$ cat src/rtl/mips_pkg.sv
// Shared definitions for the instruction-memory loader and its memory.
package mips_pkg;

   localparam int unsigned BYTES_PER_WORD = 4;
   localparam int unsigned IMEM_ADDR_W    = 10;

   typedef enum logic [2:0] {
      ST_IDLE,
      ST_ACCEPT,
      ST_WRITE,
      ST_DONE,
      ST_ERROR
   } loader_state_t;

   // Little-endian byte lane select: idx 0 is bits [7:0].
   function automatic logic [7:0] word_byte(input logic [31:0] word, input logic [1:0] idx);
      return word[8*idx +: 8];
   endfunction

endpackage

$ cat src/rtl/imem_loader.sv
// Writer side of the byte-wide instruction memory: takes 32-bit words from a
// valid/ready stream and stores each as four bytes, LSB first, from BASE_ADDR up.
module imem_loader
   import mips_pkg::*;
#(
   parameter int unsigned ADDR_W    = IMEM_ADDR_W,
   parameter int unsigned BASE_ADDR = 0
) (
   input  logic              clk,
   input  logic              reset,
   input  logic              start,
   input  logic              word_valid,
   input  logic [31:0]       word_data,
   input  logic              word_last,
   output logic              word_ready,
   output logic              mem_we,
   output logic [ADDR_W-1:0] mem_addr,
   output logic [7:0]        mem_wdata,
   output logic              busy,
   output logic              done,
   output logic              overflow_err,
   output logic [ADDR_W-2:0] words_loaded
);

   // Word alignment keeps every word clear of the wrap point.
   if ((BASE_ADDR % BYTES_PER_WORD) != 0) begin : g_bad_base_align
      $error("imem_loader: BASE_ADDR must be a multiple of BYTES_PER_WORD");
   end
   if (BASE_ADDR >= (32'd1 << ADDR_W)) begin : g_bad_base_range
      $error("imem_loader: BASE_ADDR lies outside the memory");
   end

   localparam logic [ADDR_W-1:0] BASE_PTR  = ADDR_W'(BASE_ADDR);
   localparam logic [1:0]        LAST_BYTE = 2'(BYTES_PER_WORD - 1);

   loader_state_t     state_q, state_d;
   logic [ADDR_W-1:0] ptr_q, ptr_d;
   logic [1:0]        idx_q, idx_d;
   logic [31:0]       word_q, word_d;
   logic              last_q, last_d;
   logic [ADDR_W-2:0] words_d;
   logic              done_d, ovf_d;
   logic              ready_d, busy_d, we_d;
   logic [ADDR_W-1:0] addr_d;
   logic [7:0]        wdata_d;

   // State register.
   always_ff @(posedge clk or posedge reset) begin
      if (reset) state_q <= ST_IDLE;
      else       state_q <= state_d;
   end

   // Next-state logic; outputs are derived from the next state so they are
   // registered yet line up with the state they describe.
   always_comb begin
      state_d = state_q;
      ptr_d   = ptr_q;
      idx_d   = idx_q;
      word_d  = word_q;
      last_d  = last_q;
      words_d = words_loaded;
      done_d  = done;
      ovf_d   = overflow_err;

      case (state_q)
         ST_IDLE, ST_DONE, ST_ERROR: begin
            if (start) begin
               state_d = ST_ACCEPT;
               ptr_d   = BASE_PTR;
               words_d = '0;
               done_d  = 1'b0;
               ovf_d   = 1'b0;
            end
         end
         ST_ACCEPT: begin
            if (word_valid && word_ready) begin
               state_d = ST_WRITE;
               word_d  = word_data;
               last_d  = word_last;
               idx_d   = '0;
            end
         end
         ST_WRITE: begin
            ptr_d = ptr_q + 1'b1;
            idx_d = idx_q + 1'b1;
            if (idx_q == LAST_BYTE) begin
               words_d = words_loaded + 1'b1;
               if (last_q) begin
                  state_d = ST_DONE;
                  done_d  = 1'b1;
               end else if (ptr_d == '0) begin
                  state_d = ST_ERROR;
                  ovf_d   = 1'b1;
               end else begin
                  state_d = ST_ACCEPT;
               end
            end
         end
         default: state_d = ST_IDLE;
      endcase

      ready_d = (state_d == ST_ACCEPT);
      busy_d  = (state_d == ST_ACCEPT) || (state_d == ST_WRITE);
      we_d    = (state_d == ST_WRITE);
      addr_d  = mem_addr;
      wdata_d = mem_wdata;
      if (we_d) begin
         addr_d  = ptr_d;
         wdata_d = word_byte(word_d, idx_d);
      end
   end

   // Datapath and registered outputs.
   always_ff @(posedge clk or posedge reset) begin
      if (reset) begin
         ptr_q        <= BASE_PTR;
         idx_q        <= '0;
         word_q       <= '0;
         last_q       <= 1'b0;
         words_loaded <= '0;
         done         <= 1'b0;
         overflow_err <= 1'b0;
         word_ready   <= 1'b0;
         busy         <= 1'b0;
         mem_we       <= 1'b0;
         mem_addr     <= '0;
         mem_wdata    <= '0;
      end else begin
         ptr_q        <= ptr_d;
         idx_q        <= idx_d;
         word_q       <= word_d;
         last_q       <= last_d;
         words_loaded <= words_d;
         done         <= done_d;
         overflow_err <= ovf_d;
         word_ready   <= ready_d;
         busy         <= busy_d;
         mem_we       <= we_d;
         mem_addr     <= addr_d;
         mem_wdata    <= wdata_d;
      end
   end

endmodule

$ cat config.mk
export PLATFORM = sky130hd
export DESIGN_NAME = imem_loader
export DESIGN_NICKNAME = d
export VERILOG_FILES = /design/src/rtl/mips_pkg.sv /design/src/rtl/imem_loader.sv
export SDC_FILE = /design/constraint.sdc
export NUM_CORES = 1
export LEC_CHECK = 0
export ABC_AREA = 1
export BUFFER_PORTS_ARGS = -buffer_cell sky130_fd_sc_hd__buf_2
export CORE_MARGIN = 2
export CORE_UTILIZATION = 50
export CTS_CLUSTER_DIAMETER = 60
export DETAILED_ROUTE_END_ITERATION = 8
export PLACE_DENSITY = 0.82
export SETUP_SLACK_MARGIN = 0.05
export SKIP_CTS_REPAIR_TIMING = 1
export SLEW_MARGIN = 15
export SYNTH_ARGS = -nofsm -noshare
export SYNTH_HDL_FRONTEND = slang
export SYNTH_SLANG_ARGS = --single-unit
export TNS_END_PERCENT = 10
$ cat constraint.sdc
create_clock -name clk -period 4.1 [get_ports clk]
set_input_delay 0.41 -clock clk [delete_from_list [all_inputs] [get_ports clk]]
set_output_delay 0.41 -clock clk [all_outputs]
set_load 0.05 [all_outputs]
# ---- After elaboration in Yosys (flattened, before gate mapping)
# Cells that the tools add are included.
# Widths: inputs -> output; s select.
dict set report totals {
  register_bits 80
  latch_bits 0
  ram_bits 0
  mem_bits_ro 0
  input_bits 37
  output_inout_bits 32
  word_cells 62
  memories 0
}
dict set report classes {
  n_addsub 3
  n_mul 0
  div_mod_pow 0
  magnitude_cmp 0
  eq_ne 12
  shifts 1
  muxes 23
  bitwise_logic 0
  reduce_logical 10
}
# cell count
set ops {}
lappend ops {{$mux 32} 2}
lappend ops {{$shiftx 32x6->8} 1}
lappend ops {{$pmux 10 s2} 1}
lappend ops {{$mux 9} 2}
lappend ops {{$pmux 9 s2} 1}
lappend ops {{$mux 3} 5}
lappend ops {{$add 10x1->10 const B} 1}
lappend ops {{$logic_not 10->1} 1}
lappend ops {{$mux 10} 1}
lappend ops {{$ne 2x2->1 const B} 5}
lappend ops {{$add 9x1->9 const B} 1}
lappend ops {{$eq 3x2->1 const B} 3}
lappend ops {{$pmux 3 s3} 1}
lappend ops {{$eq 3x1->1 const B} 2}
lappend ops {{$mux 1} 6}
lappend ops {{$reduce_and 5->1} 1}
lappend ops {{$pmux 1 s2} 2}
lappend ops {{$pmux 2 s2} 1}
lappend ops {{$reduce_and 4->1} 1}
lappend ops {{$eq 3x3->1 const B} 1}
lappend ops {{$logic_not 3->1} 1}
lappend ops {{$reduce_and 3->1} 1}
lappend ops {{$reduce_or 3->1} 1}
lappend ops {{$add 2x1->2 const B} 1}
lappend ops {{6 further kinds} 6}

# ---- Logic depth before layout (Yosys ltp)
# Gate-level depths: netlist (run 1).
dict set report depth {
  ltp_word 8
  depth_mapped 13
}

# ---- Least setup slack after synthesis (run 1)
# No wires, ideal clock.
dict set report synth_path {
  kind {reg-to-reg}
  from {register word_ready}
  to {register mem_wdata[4]}
  setup_time_ps 118
  arrival_ps 1764
  slack_ps 2218
  path_stages_with_launch 11
  n_path_buf 1
  synth_period_minus_slack_ps 1882
  cell_sequence {dfrtp_1 -> nand2_1 -> nor2_2 -> clkbuf_1 -> nand2_1 -> nand2_1 -> nand3_1 -> nand3_1 -> nand2_1 -> nand4_1 -> nand2_1}
}
dict set report synth_between {
  elab_chain_len 4
  word_cells_on_any_way 9
  cone_classes {eq/ne: 1; shift: 1; mux: 6; reduce/logical: 1}
}
# element line_no
set synth_rtl {}
lappend synth_rtl {{start: declaration} imem_loader.sv:15} ;# output logic word_ready,
lappend synth_rtl {{start signal: assignment} imem_loader.sv:136} ;# word_ready <= ready_d;
lappend synth_rtl {{$logic_and 1x1->1 *} imem_loader.sv:76} ;# if (word_valid && word_ready) begin
lappend synth_rtl {{$mux 2 (tied with other cells)} imem_loader.sv:76}
lappend synth_rtl {{$pmux 2 s2 (tied with other cells)} imem_loader.sv:65} ;# case (state_q)
lappend synth_rtl {{$shiftx 32x6->8 / $eq 3x2->1 (equally long branches)} {mips_pkg.sv:17, imem_loader.sv:104}}
lappend synth_rtl {{end signal: assignment} imem_loader.sv:140} ;# mem_wdata <= wdata_d;
lappend synth_rtl {{end: declaration} imem_loader.sv:18} ;# output logic [7:0] mem_wdata,
# Mark *: on every way between the ends. The rest lies on a longest branch, timed or not.
# A chain may end at the register's enable or synchronous reset.

# ---- Worst setup path after layout (run 1)
dict set report layout_path {
  from {register ptr_q[0]}
  to {register mem_addr[5]}
}
dict set report layout_between {
  elab_chain_len 7
  word_cells_on_any_way 8
  cone_classes {add/sub: 1; eq/ne: 1; mux: 5; reduce/logical: 1}
}
# element line_no
set layout_rtl {}
lappend layout_rtl {{start: declaration} imem_loader.sv:37} ;# logic [ADDR_W-1:0] ptr_q, ptr_d;
lappend layout_rtl {{start signal: assignment} imem_loader.sv:129} ;# ptr_q <= ptr_d;
lappend layout_rtl {{$add 10x1->10 *} imem_loader.sv:84} ;# ptr_d = ptr_q + 1'b1;
lappend layout_rtl {{$logic_not 10->1} imem_loader.sv:91} ;# end else if (ptr_d == '0) begin
lappend layout_rtl {{$mux 3} imem_loader.sv:91}
lappend layout_rtl {{$mux 3} imem_loader.sv:88} ;# if (last_q) begin
lappend layout_rtl {{$mux 3} imem_loader.sv:86} ;# if (idx_q == LAST_BYTE) begin
lappend layout_rtl {{$pmux 3 s3} imem_loader.sv:65}
lappend layout_rtl {{$eq 3x2->1} imem_loader.sv:104} ;# we_d = (state_d == ST_WRITE);
lappend layout_rtl {{end signal: assignment} imem_loader.sv:139} ;# mem_addr <= addr_d;
lappend layout_rtl {{end: declaration} imem_loader.sv:17} ;# output logic [ADDR_W-1:0] mem_addr,
# Marked as above.

==> results of run 1 <==
state kept, by name, summed over array words and instances (netlist names), 2 cells and up:
register / cells
idx_q: 2
mem_addr: 10
mem_wdata: 8
ptr_q: 10
state_q: 3
word_q: 32
words_loaded: 9
power breakdown:
part | internal (W) | leakage [nW] | switching, W | total, W
logic | 0.000421 | 1.63 | 0.00123 | 0.00165
registers | 0.00105 | 0.981 | 0.000128 | 0.00118
clock network | 0.000343 | 0.104 | 0.000286 | 0.000629
critical path, stage by stage (launching register included):
cell and delay (ns):
dfrtp_1 0.42, ha_1 0.23, nand2_1 0.13, nor2_1 0.13, nand2_1 0.06, nand2_1 0.08
nand2_1 0.05, nor2_1 0.08, nand3_1 0.11, nand2_1 0.48, nand3_1 0.70, nand2_1 0.27
nand2_1 0.07
cell usage after synthesis:
master and number:
ha_1 3, o211ai_1 1, a21oi_1 5, nand2_4 1
nor2_1 15, inv_1 108, o21ai_0 28, nand3_2 1
xnor2_1 1, buf_4 2, o21a_1 1, dfrtp_1 80
o21bai_1 3, nand3_1 38, xor2_1 4, o22ai_1 1
nand3b_1 2, nor3_1 2, nand4_1 24, a21oi_2 1
clkbuf_1 2, nor2_2 2, or2_1 1, buf_2 11
nand2_1 197, o31ai_1 5, o21ai_1 1, buf_6 2
buf_1 1, inv_2 6
layout make-up:
class / instances / area share, %
Clock buffer: 11 / 2.801
Sequential cell: 80 / 42.68
Multi-Input combinational cell: 337 / 32.89
Inverter: 114 / 9.122
Timing Repair Buffer: 73 / 8.055
Clock inverter: 5 / 1.734
Tap cell: 102 / 2.721
cells in the final DEF, fill, tap and decap left out:
cell type   count
nand2_1       197
inv_1         107
dfrtp_1        80
buf_2          68
nand3_1        38
o21ai_0        28
nand4_1        24
nor2_1         15
clkbuf_8        9
inv_2           7
a21oi_1         5
o31ai_1         5
buf_4           5
xor2_1          4
o21bai_1        3
ha_1            3
nor3_1          2
nor2_2          2
nand3b_1        2
clkbuf_1        2
bufinv_16       2
o21ai_1         1
nand3_2         1
o211ai_1        1
o21a_1          1
xnor2_1         1
or2_1           1
nand2_4         1
a21oi_2         1
o22ai_1         1
clkinv_2        1
clkinv_4        1
clkinvlp_4      1
path summary, 6_finish.rpt:
check	slack [ns]	end	startpoint
max	1.17	mem_addr[5]$_DFFE_PP0N_	ptr_q[0]$_DFF_PP0_
min	0.25	state_q[1]$_DFF_PP0_	reset
max reg2reg	1.17	mem_addr[5]$_DFFE_PP0N_	ptr_q[0]$_DFF_PP0_
min reg2reg	0.47	mem_addr[9]$_DFFE_PP0N_	mem_addr[9]$_DFFE_PP0N_
max in group asynchronous	3.00	mem_addr[0]$_DFFE_PP0N_	reset
min in group clk	0.29	last_q$_DFFE_PP0P_	word_last
per-stage QoR:
step	std cells	hold slack, ns	setup slack [ns]
finish	722	0.2467	1.170
global route	722	0.3100	0.8207
CTS	722	0.2746	1.230
detailed placement	706	0.4538	1.330
global placement	706	0.4526	1.455
floorplan	549	0.4809	1.638
cells by family (layout without fill, tap and decap cells):
logic type               count (synthesis)  count (layout)
AND/OR/NAND/NOR                        283             283
flip-flops                              80              80
XOR/XNOR                                 5               5
adder cells (fa/ha/maj)                  3               3
AO/OA/AOI/OAI                           46              46
buffers and inverters                  132             203
layer usage:
metal	track usage (%)	vias to the layer above	part of all wire, %
met2	39.46	136	50
met1	30.53	1681	43
met3	3.371	11	5.8
li1	-	1814	-
met5	0	-	0
met4	8.696	0	1.0
==> flow_summary.ini, run 1 <==
[synthesis]
synth_cells = 549
synthAdderAreaFrac_pct = 0.9208
synth_top_area_share_pct = 49.11
yosysUniqueCellTypes = 30
synth-seq-cells = 80
syn_area_per_cell_um2 = 7.425
yosys.area_share.simple_pct = 29.47
synth_nets = 589
yosysSeqAreaShare_pct = 49.11
synth_top_family_by_area = simple AND/OR/NAND/NOR gates
netlist_area_mm2 = 0.004076
synth.area.mux_share_pct = 0
yosysTopAreaCell = dfrtp_1
synth_area_leaders = dfrtp_1 49%, nand2_1 18%, inv_1 9.9%
synth_xor_area_share_pct = 1.074
ys_warn_count = 0
synth_compound_area_share_pct = 6.384

[routing]
viasPerCell = 5.044
totalWireLength_um = 9466
dr.pass1.iters = 5
wl_per_cell_um = 13.11
num_vias = 3642
ant_nets = 0
first_iter_violations = 315
drc = 0

[grt]
grt_antenna_before_repair = 0
first_global_vias = 3447
grt_max_degree = 51
grt_pass1_wl_um = 16130
grt_util_all_layers_pct = 23.36
grt_overflow_total = 0

[cts]
clockBufferDepth = 2
cts_tree = built
cts_max_level = 3
root_buffer = clkbuf_8
cts.clk_slew.worst_paths_ns = 0.09
clkLatencyLatePin_ns = 0.36
cts_sinks = 80
numCtsBuffers = 9

[finish]
drive_gt1_share_pct = 15.97
area_delta_synth_final_pct = 15.07
final_core_util_pct = 60.08
postLayoutCellArea_mm2 = 0.004691
multi_input_area_mm2 = 0.001543
fin_nets = 655
final-seq-area_mm2 = 0.002002
antenna_cells = 0
nFillCells = 709

[critical_path]
cp_max_fo = 20
criticalPathCategory = flip-flop to flip-flop
start_kind = flip-flop
reg2reg_depth = 12
worst-endpoint-required_ns = 4.34
arrival_ns = 3.17
endpoint_kind = flip-flop

[floorplan]
start_util_pct = 52.21
core_area_mm2 = 0.007807
pin_count = 69
die_area_mm2 = 0.008891
rows = 32
fp.dieW_um = 94.29
fp.dieH_um = 94.29

[place]
io_buffers = 68
place_area_mm2 = 0.004478
dp_hpwl_um = 6740
gp_congestion = 0.9381

[timing]
fin_crit_ns = 2.930
hold_viol_final = 0
grt_setup_unrepaired = false
worst_pin_slew_ns = 0.9019
slew_violations = 0
finalSetupViolCount = 0
relSlewSlack_pct = 39.78
fmax_ghz = 0.3412
setup_tns_ns = 0
finalCritPeriodShare_pct = 71.47
finClkSkew_ns = 0.01486

[power_and_ir_drop]
p_per_area_mw_per_mm2 = 737.7
power_w = 0.003460
irDropWorstVdd_v = 0.0004461
p_leak_nw = 2.712

[status]
status = complete, no violations

[flow_run]
cap_violations = 0

[worst_hold_path]
hold_path.class = input pin to asynchronous set/reset pin
No activity file was read; power rests on OpenSTA's default activity.
==> run 2, diff against run 1 <==
==> constraint.sdc (replaced) <==
create_clock -name clk -period 3.1 [get_ports clk]
set_input_delay 0.31 -clock clk [delete_from_list [all_inputs] [get_ports clk]]
set_output_delay 0.31 -clock clk [all_outputs]
set_load 0.05 [all_outputs]
==> run 2 against run 1 <==
Against the previous run: sequential power is 31% higher; core utilization hardly changed; largest cell class unchanged; via count is 1.1% higher; critical path type unchanged; maximum frequency is 16% higher; clock power is 24% higher; final cell count stayed put.
==> flow_summary.ini, run 2 (same netlist as run 1, synthesis figures left out) <==
[cts]
cts.clk_slew.worst_paths_ns = 0.08
clockBufferDepth = 2
cts_max_level = 3
numCtsBuffers = 9
cts_tree = built
clkLatencyLatePin_ns = 0.35
root_buffer = clkbuf_8
cts_sinks = 80

[timing]
worst_pin_slew_ns = 0.6774
relSlewSlack_pct = 54.72
finalCritPeriodShare_pct = 81.67
finalSetupViolCount = 0
finClkSkew_ns = 0.01160
slew_violations = 0
fin_crit_ns = 2.532
grt_setup_unrepaired = false
hold_viol_final = 0
setup_tns_ns = 0
fmax_ghz = 0.3950

[floorplan]
fp.dieH_um = 94.29
start_util_pct = 52.21
die_area_mm2 = 0.008891
rows = 32
fp.dieW_um = 94.29
core_area_mm2 = 0.007807
pin_count = 69

[grt]
grt_pass1_wl_um = 15710
grt_max_degree = 52
grt_antenna_before_repair = 0
grt_overflow_total = 0
first_global_vias = 3441
grt_util_all_layers_pct = 22.98

[finish]
nFillCells = 715
largest_reg_flops = 32
drive_gt1_share_pct = 15.97
max_flop_register = word_q
final_common_cell = nand2_1
postLayoutCellArea_mm2 = 0.004687
fin_nets = 655
reg.largest.list = word_q: 32 flops, mem_addr: 10 flops, ptr_q: 10 flops
area_delta_synth_final_pct = 14.98
antenna_cells = 0
instances_no_fill = 722
final_cell_mix = 197 x nand2_1, 107 x inv_1, 80 x dfrtp_1, 68 x buf_2, 38 x nand3_1

[power_and_ir_drop]
power_frac_comb_pct = 48.4
power_frac_clock_pct = 17.3
p_sw_share_pct = 48.18
p_leak_nw = 2.709
switchingPower_w = 0.002181
power_w = 0.004526
irDropWorstVdd_v = 0.0006070
internal_power_w = 0.002345
p_per_area_mw_per_mm2 = 965.6
p_seq_share_pct = 34.4

[routing]
wl_met2_um = 4454
dr.pass1.iters = 7
wl_met1_um = 4127
met3WireLength_um = 590
ant_nets = 0
wl_per_cell_um = 13.07
drc = 0
viasPerCell = 5.101
totalWireLength_um = 9433
highest_layer = met4
first_iter_violations = 317
num_vias = 3683

[critical_path]
crit_family = simple AND/OR/NAND/NOR gates
endpoint_kind = flip-flop
start_kind = flip-flop
worst-endpoint-required_ns = 3.35
slowest_delay_ns = 0.53
critPathBufInv = 1
cp_max_fo = 20
critPathMostFrequentCell = nand2_1
cp_cell_sequence = ha_1 -> nand2_1 -> nor2_1 -> nand2_1 -> nand2_1 -> nand2_1 -> nor2_1 -> nand3_1 -> nand2_1 -> buf_4 -> nand3_1 -> nand2_1 -> nand2_1
arrival_ns = 2.78
criticalPathCategory = flip-flop to flip-flop
cpMaxStageDelayCell = nand3_1

[place]
dp_hpwl_um = 6876
place_area_mm2 = 0.004491
io_buffers = 68
gp_congestion = 0.9108
dp_cells = 706

[flow_run]
cap_violations = 0

[worst_hold_path]
hold_path.class = input pin to asynchronous set/reset pin

[status]
status = complete, no violations
## run 2: worst paths after layout
| check | from | end | slack, ns | cells past startpoint |
|---|---|---|---|---|
| worst max-delay path | ptr_q[0]$_DFF_PP0_ | mem_wdata[3]$_DFFE_PP0N_ | 0.57 | 13 |
| max in group asynchronous | reset | ptr_q[2]$_DFF_PP0_ | 2.36 | 3 |
| min in group clk | word_last | last_q$_DFFE_PP0P_ | 0.17 | 3 |
| worst max register to register | ptr_q[0]$_DFF_PP0_ | mem_wdata[3]$_DFFE_PP0N_ | 0.57 | 13 |
| worst min-delay path | reset | words_loaded[3]$_DFFE_PP0P_ | 0.04 | 2 |
| worst min register to register | mem_addr[3]$_DFFE_PP0N_ | mem_addr[3]$_DFFE_PP0N_ | 0.48 | 2 |
## run 2: area by class of cell
cell class / count / area, um2 / area share (%)
clock inverters: 4 / 51.30 / 1.094
repair buffers: 73 / 390.4 / 8.329
flip-flops and latches: 80 / 2002 / 42.71
multi-input cells: 337 / 1543 / 32.92
inverters: 114 / 427.9 / 9.130
clock buffers: 12 / 145.1 / 3.097
well taps: 102 / 127.6 / 2.723
## run 2: per-stage QoR
step | hold slack (ns) | setup slack, ns | util [%]
2_1_floorplan | 0.4267 | 0.7383 | -
3_3_place_gp | 0.4442 | 0.7180 | 57.52
3_5_place_dp | 0.4455 | 0.6055 | 57.52
4_1_cts | 0.05785 | 0.5965 | 60.03
5_1_grt | 0.08961 | 0.2486 | 60.03
6_report | 0.04238 | 0.5683 | 60.03
## run 2: worst register-to-register path, stage by stage, from the launching register on
cell and delay [ns]:
dfrtp_1 0.41, ha_1 0.22, nand2_1 0.12, nor2_1 0.12, nand2_1 0.05, nand2_1 0.08
nand2_1 0.05, nor2_1 0.07, nand3_1 0.15, nand2_1 0.10, buf_4 0.22, nand3_1 0.53
nand2_1 0.22, nand2_1 0.07
## run 2: routing by layer
layer / vias up / track usage, %
met5: - / 0
met3: 21 / 3.210
met2: 147 / 36.13
met1: 1699 / 31.32
met4: 0 / 11.23
li1: 1816 / -
## run 2: power by group through the flow
stage               clock network [W]  logic [W]  registers, W
finish                       0.000783    0.00219       0.00155
global placement                    0    0.00209       0.00156
global route                 0.000834    0.00243       0.00159
floorplan                           0    0.00127       0.00195
detailed placement                  0    0.00216       0.00157
CTS                          0.000789    0.00218       0.00155
